$ cat config.mk
export PLATFORM = sky130hd
export DESIGN_NAME = bounce_counter
export DESIGN_NICKNAME = d
export VERILOG_FILES = /design/src/rtl/counter_pkg.sv /design/src/rtl/counter_digit.sv /design/src/rtl/bounce_counter.sv
export SDC_FILE = /design/constraint.sdc
export NUM_CORES = 1
export LEC_CHECK = 0
export BUFFER_PORTS_ARGS = -buffer_cell sky130_fd_sc_hd__buf_2
export CAP_MARGIN = 0
export CORE_ASPECT_RATIO = 0.5
export CORE_MARGIN = 1
export CORE_UTILIZATION = 55
export CTS_BUF_LIST = sky130_fd_sc_hd__clkbuf_8
export DETAILED_ROUTE_END_ITERATION = 8
export GPL_ROUTABILITY_DRIVEN = 0
export GPL_TIMING_DRIVEN = 0
export PLACE_DENSITY = 0.79
export SLEW_MARGIN = 15
export SYNTH_ARGS = -nofsm -noshare
export SYNTH_HDL_FRONTEND = slang
export SYNTH_SLANG_ARGS = --single-unit
$ cat constraint.sdc
create_clock -name clk -period 2.95 [get_ports clk]
set_input_delay 0.295 -clock clk [delete_from_list [all_inputs] [get_ports clk]]
set_output_delay 0.295 -clock clk [all_outputs]
set_load 0.01 [all_outputs]
$ cat src/rtl/counter_pkg.sv
// Shared digit type and per-mode digit limits for the bounce counter.
package counter_pkg;

  typedef logic [3:0] digit_t;

  localparam digit_t DEC_MAX = 4'd9;
  localparam digit_t HEX_MAX = 4'd15;

  function automatic digit_t digit_max(input logic dec_hex);
    return dec_hex ? DEC_MAX : HEX_MAX;
  endfunction

endpackage

$ cat src/rtl/counter_digit.sv
// One up/down count digit with carry/borrow out; clear beats load beats count.
module counter_digit
  import counter_pkg::*;
(
  input  logic   clk,
  input  logic   rst_n,
  input  logic   en,
  input  logic   up,
  input  digit_t max,
  input  logic   clr,
  input  logic   ld,
  input  digit_t ld_val,
  output digit_t val,
  output logic   co
);

  digit_t val_q;
  digit_t val_d;

  always_comb begin
    val_d = val_q;
    if (clr) begin
      val_d = '0;
    end else if (ld) begin
      // Loads above the mode limit saturate, which only bites in decimal mode.
      val_d = (ld_val > max) ? max : ld_val;
    end else if (en) begin
      if (up) begin
        val_d = (val_q >= max) ? '0 : val_q + 4'd1;
      end else begin
        val_d = (val_q == '0) ? max : val_q - 4'd1;
      end
    end
  end

  always_comb begin
    co = en && (up ? (val_q >= max) : (val_q == '0));
  end

  always_ff @(posedge clk) begin
    if (!rst_n) begin
      val_q <= '0;
    end else begin
      val_q <= val_d;
    end
  end

  assign val = val_q;

endmodule

$ cat src/rtl/bounce_counter.sv
// Up/down hex/BCD display counter with prescaled step tick and an end-to-end bouncing LED.
//   dir | meaning
//   0   | led shifts toward the MSB on each step
//   1   | led shifts toward the LSB on each step
module bounce_counter
  import counter_pkg::*;
#(
  parameter int unsigned DIGITS   = 4,
  parameter int unsigned LED_W    = 24,
  parameter int unsigned SLOW_DIV = 100_000_000,
  parameter int unsigned FAST_DIV = 10_000_000
) (
  input  logic                  clk,
  input  logic                  rst_n,
  input  logic                  up_down,
  input  logic                  fast,
  input  logic                  dec_hex,
  input  logic                  hold,
  input  logic                  load,
  input  logic [4*DIGITS-1:0]   load_val,
  output logic [4*DIGITS-1:0]   digits,
  output logic [LED_W-1:0]      led,
  output logic                  tick,
  output logic                  wrap
);

  localparam logic [31:0] SLOW_TERM = 32'(SLOW_DIV - 1);
  localparam logic [31:0] FAST_TERM = 32'(FAST_DIV - 1);

  logic [31:0]      pre_q;
  logic [31:0]      pre_d;
  logic [LED_W-1:0] led_q;
  logic [LED_W-1:0] led_d;
  logic             dir_q;
  logic             dir_d;
  logic             tick_q;
  logic             tick_d;
  logic             wrap_q;
  logic             wrap_d;
  logic             dec_hex_q;

  logic [31:0]      term;
  logic             pre_hit;
  logic             mode_chg;
  logic             step;
  digit_t           max_val;
  logic [DIGITS:0]  carry;

  // A step is swallowed whenever a mode change or load claims the same cycle.
  always_comb begin
    term     = fast ? FAST_TERM : SLOW_TERM;
    pre_hit  = (pre_q >= term);
    mode_chg = dec_hex ^ dec_hex_q;
    step     = !hold && pre_hit && !mode_chg && !load;
    max_val  = digit_max(dec_hex);
  end

  always_comb begin
    pre_d = pre_q;
    if (!hold) begin
      pre_d = pre_hit ? 32'd0 : pre_q + 32'd1;
    end
  end

  always_comb begin
    led_d = led_q;
    dir_d = dir_q;
    if (step) begin
      if (led_q[LED_W-1]) begin
        dir_d = 1'b1;
      end else if (led_q[0]) begin
        dir_d = 1'b0;
      end
      led_d = dir_d ? (led_q >> 1) : (led_q << 1);
    end
  end

  always_comb begin
    tick_d = step;
    wrap_d = step && carry[DIGITS];
  end

  assign carry[0] = step;

  for (genvar i = 0; i < DIGITS; i++) begin : g_digit
    counter_digit u_digit (
      .clk    (clk),
      .rst_n  (rst_n),
      .en     (carry[i]),
      .up     (up_down),
      .max    (max_val),
      .clr    (mode_chg),
      .ld     (load),
      .ld_val (load_val[4*i +: 4]),
      .val    (digits[4*i +: 4]),
      .co     (carry[i+1])
    );
  end

  // dec_hex_q tracks the input during reset so leaving reset never looks like a mode change.
  always_ff @(posedge clk) begin
    if (!rst_n) begin
      pre_q     <= '0;
      led_q     <= LED_W'(1);
      dir_q     <= 1'b0;
      tick_q    <= 1'b0;
      wrap_q    <= 1'b0;
      dec_hex_q <= dec_hex;
    end else begin
      pre_q     <= pre_d;
      led_q     <= led_d;
      dir_q     <= dir_d;
      tick_q    <= tick_d;
      wrap_q    <= wrap_d;
      dec_hex_q <= dec_hex;
    end
  end

  assign led  = led_q;
  assign tick = tick_q;
  assign wrap = wrap_q;

endmodule

==> results of run 1 <==
==> synthesized netlist by cell type, types with 2 or more instances <==
| cell | count |
|---|---|
| ha_1 | 38 |
| dfxtp_1 | 76 |
| o221ai_1 | 2 |
| nor3b_1 | 5 |
| nor2b_1 | 4 |
| buf_1 | 2 |
| nand2_1 | 60 |
| a211oi_1 | 9 |
| nor4_1 | 3 |
| a211o_1 | 2 |
| inv_1 | 18 |
| a21o_1 | 4 |
| xor2_1 | 27 |
| a22o_1 | 2 |
| nand4_1 | 8 |
| buf_6 | 2 |
| mux2_2 | 2 |
| buf_2 | 4 |
| a31oi_1 | 4 |
| o211a_1 | 24 |
| nor3_1 | 9 |
| o21ai_0 | 22 |
| clkbuf_1 | 18 |
| nand3_1 | 26 |
| a21oi_1 | 33 |
| a221oi_1 | 2 |
| mux2i_1 | 34 |
| xnor2_1 | 5 |
| and2_2 | 2 |
| and4_1 | 5 |
| nand2b_1 | 5 |
| and3_1 | 3 |
| o22ai_1 | 17 |
| and3_2 | 2 |
| nor2_1 | 59 |
==> area by class of cell <==
class	count	area, um2
plain buffers	28	140
clock buffers	12	165
clock inverters	4	22.5
fillers	713	2780
inverters	18	67.6
multi-input cells	442	3050
flip-flops and latches	76	1520
well taps	112	140
repair buffers	63	315
==> through the flow <==
stage               setup slack (ps)  instance area, um2  instances
finish                           257                5420        755
global route                    71.8                5420        755
CTS                              272                5420        755
detailed placement              11.5                5230        739
global placement                56.9                5230        739
floorplan                        696                4780        564
==> metal layers <==
| layer | share of wire [%] | wire [um] | vias to the layer above |
|---|---|---|---|
| li1 | - | - | 2201 |
| met1 | 48 | 5160 | 2031 |
| met2 | 46 | 4990 | 110 |
| met3 | 5.1 | 555 | 15 |
| met4 | 1.3 | 136 | 0 |
| met5 | 0 | 0 | - |
==> state kept, by name, summed over array words and instances, names as in the netlist <==
name / flops
dec_hex_q: 1
dir_q: 1
g_digit.u_digit.val: 16
led: 24
pre_q: 32
tick: 1
wrap: 1
==> worst min-delay path, cell delays in order <==
cell and delay (ps):
buf_2 100, inv_1 40, o22ai_1 70
==> power groups by stage <==
stage / logic (mW) / clock network [mW] / registers, mW
2_1_floorplan: 0.183 / 0 / 1.09
4_1_cts: 0.269 / 0.778 / 1.06
3_3_place_gp: 0.261 / 0 / 1.09
6_report: 0.271 / 0.770 / 1.06
3_5_place_dp: 0.267 / 0 / 1.09
5_1_grt: 0.305 / 0.825 / 1.07
==> logic make-up (layout without fill, tap and decap cells) <==
kind of cell    count (synthesis)  after routing
simple gates                  201            201
compound gates                135            135
flops                          76             76
buf+inv                        46            125
fa+ha+maj                      38             38
mux                            36             36
xor+xnor                       32             32
==> worst paths after layout <==
kind	to	cells past startpoint
worst max-delay path	led[0]	11
worst min-delay path	g_digit[1].u_digit.val[3]	3
worst max register to register	led[0]	11
worst min register to register	pre_q[31]	2
==> summary.md, run 1 <==
| Metric | Value |
|---|---|
| Total Wirelength | 10800 um |
| First-pass GRT wire length | 17900 um |
| Met2 layer usage reported by global route | 41.6% |
| Synth warn | 0 |
| Post-synthesis cell area | 0.00478 mm2 |
| Clock Path Buffers | 2 |
| CP Launch Point | pre_q[14] |
| Clock sink count | 76 |
| Post-Synth Simple-Gate Area | 20.3% |
| Internal power | 1.52 mW |
| Mapped Nets | 625 |
| I/O pin count | 65 |
| Starting density of the core | 58.2% |
| Routed vias | 4357 |
| Synth Area in Adders | 9.96% |
| Compound-Gate Fraction of Synth Area | 20.1% |
| DP HPWL | 7790 um |
| Reg-to-Reg Start | pre_q[14] |
| Endpoints failing setup | 0 |
| Grt ovf | 0 |
| Period utilisation layout | 91.3% |
| Syn_area_per_cell | 8.47 um2 |
| Critical-path cell with the highest stage delay | dfxtp_1 |
| Type of the worst setup path | reg2reg |
| CP arrival | 2980 ps |
| P&R area growth vs syn | 13.5% |
| Most frequent cells in the layout | dfxtp_1, buf_2, nand2_1, nor2_1, ha_1 |
| Port buffer count | 63 |
| Clock power share | 36.6% |
| Worst Path Required | 3240 ps |
| Die Wd | 134 um |
| Combinational Power Share | 12.9% |
| TritonCTS Buffers | 9 |
| Slew Limit Fails | 0 |
| Post-synthesis xor/xnor area fraction | 5.87% |
| Synth area leaders | dfxtp_1, ha_1, mux2i_1 |
| Synth area leader | dfxtp_1 |
| Max Cap Violations | 0 |
| Min Hold Slack | 198 ps |
| ANT cells | 0 |
| Worst Skew | 7.38 ps |
| RSZ-0062 raised after global routing | false |
| Post-synth EDFFs | 0 |
| Status | completed |
| FF-to-FF setup slack | 260 ps |
| Sequential Power Share | 50.5% |
| Crit path buffers/inverters | 3 |
| Hold Path Origin | load_val[7] |
| Die height | 67.9 um |
| Post_cts resized | 0 |
| Mapped Cells | 564 |
| CP max FO | 10 |
| P_sw | 0.582 mW |
| Prevailing post-synth register cell | dfxtp_1 |
| Sum Neg Setup Slack | 0 ps |
| Yosys top cell area share | 31.9% |
| HP Class | in2reg |
| # hold bufs at CTS | 0 |
| DRC errors left | 0 |
| Grt met1 use | 32.3% |
| Gr busiest metal | met2 |
| Worst-Skew Late Latency | 370 ps |
| Ys async rst share | 0% |
| Iter 0 DRT Violations | 337 |
| Remaining antenna violation count | 0 |
| CTS root buf | clkbuf_8 |
| Core Region | 0.00820 mm2 |
| Post-synthesis sequential area ratio | 31.9% |
| Main combinational cell family by area after synthesis | simple AND/OR/NAND/NOR gates |
| Row count | 23 |
| Total chip power | 2.10 mW |
| Seq cells post-synth | 76 |
| Routed len/inst | 14.4 um |
| Most common cell after layout, fill and taps aside | dfxtp_1 |
| Vias in the first global route | 3862 |
| Die ar. | 0.00908 mm2 |
| Max stage delay on crit path | 350 ps |
| Largest net degree at the start of global routing | 19 |
| Net Sw Frac | 27.6% |
| GR Util All Layers | 24.8% |
| Crit path cell chain | ha_1 > nand4_1 > nor4_1 > a221oi_2 > o22ai_1 > and2_2 > clkbuf_1 > buf_2 > buf_2 > nand3b_1 > o211ai_1 |
| Crit end category | flip-flop |
| Leakage | 2.69 nW |
| Via/cell ratio | 5.77 |
| Cell mode on critical path | buf_2 |
| Worst-Margin Slew | 684 ps |
| Fin. Hold Viols | 0 |
| VDD IR-drop max | 0.202 mV |
| Type of origin of the critical path | flip-flop |
| Met3 usage | 5.56% |
| # nets final | 699 |
| Library cells used by synthesis | 61 |
| Final Util | 66.1% |
| Max Clk Rate | 0.371 GHz |
| Postcts setup bufs | 0 |
| Tmin final | 2690 ps |
| Fraction of layout cells with a size suffix above 1 | 15.4% |
| Cell class contributing the biggest share of worst-path delay | simple AND/OR/NAND/NOR gates |
| Slew headroom | 54.4% |
| Clock-pin slew on the worst setup and hold paths | 80 ps |
| H-tree depth | 3 |
| Initial antenna violation count | 0 |
| Pre-Repair DR Iteration Count | 5 |
| PwrDens | 388 mW/mm2 |
| CTS tree | done |
| Multiplexer share of the synthesized area | 7.60% |
Note: power is estimated with default switching activity, not from simulation.
==> run 2, diff against run 1 <==
- CTS_BUF_LIST: sky130_fd_sc_hd__clkbuf_8 -> sky130_fd_sc_hd__clkbuf_4
- TNS_END_PERCENT: not set -> 10
==> run 2 against run 1 <==
Sequential share of layout area increased by 0.43 points. Clock-buffer cell count decreased by 2. Clock power decreased by 30%. First-iteration DRC count decreased by 2.1%. Largest power group unchanged. Highest routed layer unchanged.
==> summary.md, run 2 (synthesis results as in run 1) <==
| Metric | Value |
|---|---|
| # nets final | 699 |
| Max reg flops | 32 |
| Crit end category | flip-flop |
| Critical-path cell with the highest stage delay | dfxtp_1 |
| Worst-Margin Slew | 688 ps |
| Routed len/inst | 14.2 um |
| TritonCTS Buffers | 9 |
| First-pass GRT wire length | 17600 um |
| Leakage | 2.65 nW |
| Fraction of layout cells with a size suffix above 1 | 15.1% |
| CP max FO | 10 |
| Most common cell after layout, fill and taps aside | dfxtp_1 |
| Via/cell ratio | 5.73 |
| Worst-Skew Late Latency | 440 ps |
| PwrDens | 352 mW/mm2 |
| DP HPWL | 7790 um |
| Routed vias | 4329 |
| H-tree depth | 3 |
| Sum Neg Setup Slack | 0 ps |
| Min Hold Slack | 118 ps |
| Total chip power | 1.88 mW |
| P&R area growth vs syn | 11.7% |
| Grt ovf | 0 |
| Fin. Hold Viols | 0 |
| Pre-Repair DR Iteration Count | 7 |
| Die ar. | 0.00908 mm2 |
| Postcts setup bufs | 0 |
| Remaining antenna violation count | 0 |
| Slew Limit Fails | 0 |
| Worst Skew | 9.03 ps |
| Total Wirelength | 10700 um |
| Max Cap Violations | 0 |
| Clock Path Buffers | 2 |
| ANT cells | 0 |
| Iter 0 DRT Violations | 330 |
| I/O pin count | 65 |
| HP Class | in2reg |
| Die Wd | 134 um |
| RSZ-0062 raised after global routing | false |
| Post-Layout Cell Count | 755 |
| Port buffer count | 63 |
| Initial antenna violation count | 0 |
| Period utilisation layout | 90.6% |
| GR Util All Layers | 24.5% |
| Endpoints failing setup | 0 |
| DRC errors left | 0 |
| Max stage delay on crit path | 370 ps |
| Worst Path Required | 3320 ps |
| CTS root buf | clkbuf_4 |
| Clock sink count | 76 |
| Type of origin of the critical path | flip-flop |
| Row count | 23 |
| Vias in the first global route | 3801 |
| CP arrival | 3050 ps |
| Most frequent cells in the layout | dfxtp_1, buf_2, nand2_1, nor2_1, ha_1 |
| Largest net degree at the start of global routing | 19 |
| CTS tree | done |
| Starting density of the core | 58.2% |
| Tmin final | 2670 ps |
| Die height | 67.9 um |
| VDD IR-drop max | 0.168 mV |
| Placed Cells incl. Taps | 739 |
| Clock-pin slew on the worst setup and hold paths | 120 ps |
| Cell mode on critical path | buf_2 |
| Crit path cell chain | ha_1 > nand4_1 > nor4_1 > a221oi_2 > o22ai_1 > and2_2 > clkbuf_1 > buf_2 > buf_2 > nand3b_1 > o211ai_1 |
| Slew headroom | 54.1% |
| Type of the worst setup path | reg2reg |
| Max Clk Rate | 0.374 GHz |
| Biggest register | pre_q |
| Core Region | 0.00820 mm2 |
| Post_cts resized | 0 |
| Status | completed |
| # hold bufs at CTS | 0 |
run 2: metal layers:
metal	routed length, um	up-vias	GRT usage, %
met2	4920	98	40.7
met4	59	0	5.54
met1	5190	2021	32.2
li1	-	2204	-
met3	519	6	6.81
met5	0	-	0
run 2: worst paths after layout:
kind                     from  slack, ps                         to  cells past startpoint
hold reg to reg     pre_q[27]        530                  pre_q[27]                      2
hold / removal    load_val[7]        120  g_digit[1].u_digit.val[3]                      3
setup reg to reg    pre_q[14]        280                     led[0]                     11
setup / recovery    pre_q[14]        280                     led[0]                     11
run 2: per-stage QoR:
stage / util (%) / instance area (um2) / worst slack [ps]
floorplan: - / 4780 / 696
global placement: 63.8 / 5230 / 56.9
detailed placement: 63.8 / 5230 / 11.5
CTS: 65.1 / 5340 / 266
global route: 65.1 / 5340 / 70.9
finish: 65.1 / 5340 / 277
run 2: report_power, final:
part           leakage [nW]  internal [mW]  total (mW)  switching, mW
clock network        0.0631          0.175       0.542          0.368
logic                  1.97          0.111       0.271          0.159
registers             0.614           1.04        1.06         0.0243
run 2: critical path, delay by kind of cell, from the launching register on:
| family | cells | cell delay [ps] |
|---|---|---|
| adder cells (fa/ha/maj) | 1 | 330 |
| AO/OA/AOI/OAI | 3 | 490 |
| flip-flops | 1 | 370 |
| buffers and inverters | 3 | 650 |
| AND/OR/NAND/NOR | 4 | 770 |
run 2: cell type report:
cell class / count / area [um2]
Clock buffer: 10 / 75.1
Fill cell: 729 / 2870
Tap cell: 112 / 140
Clock inverter: 6 / 30.0
Multi-Input combinational cell: 442 / 3050
Buffer: 28 / 140
Sequential cell: 76 / 1520
Timing Repair Buffer: 63 / 315
Inverter: 18 / 67.6
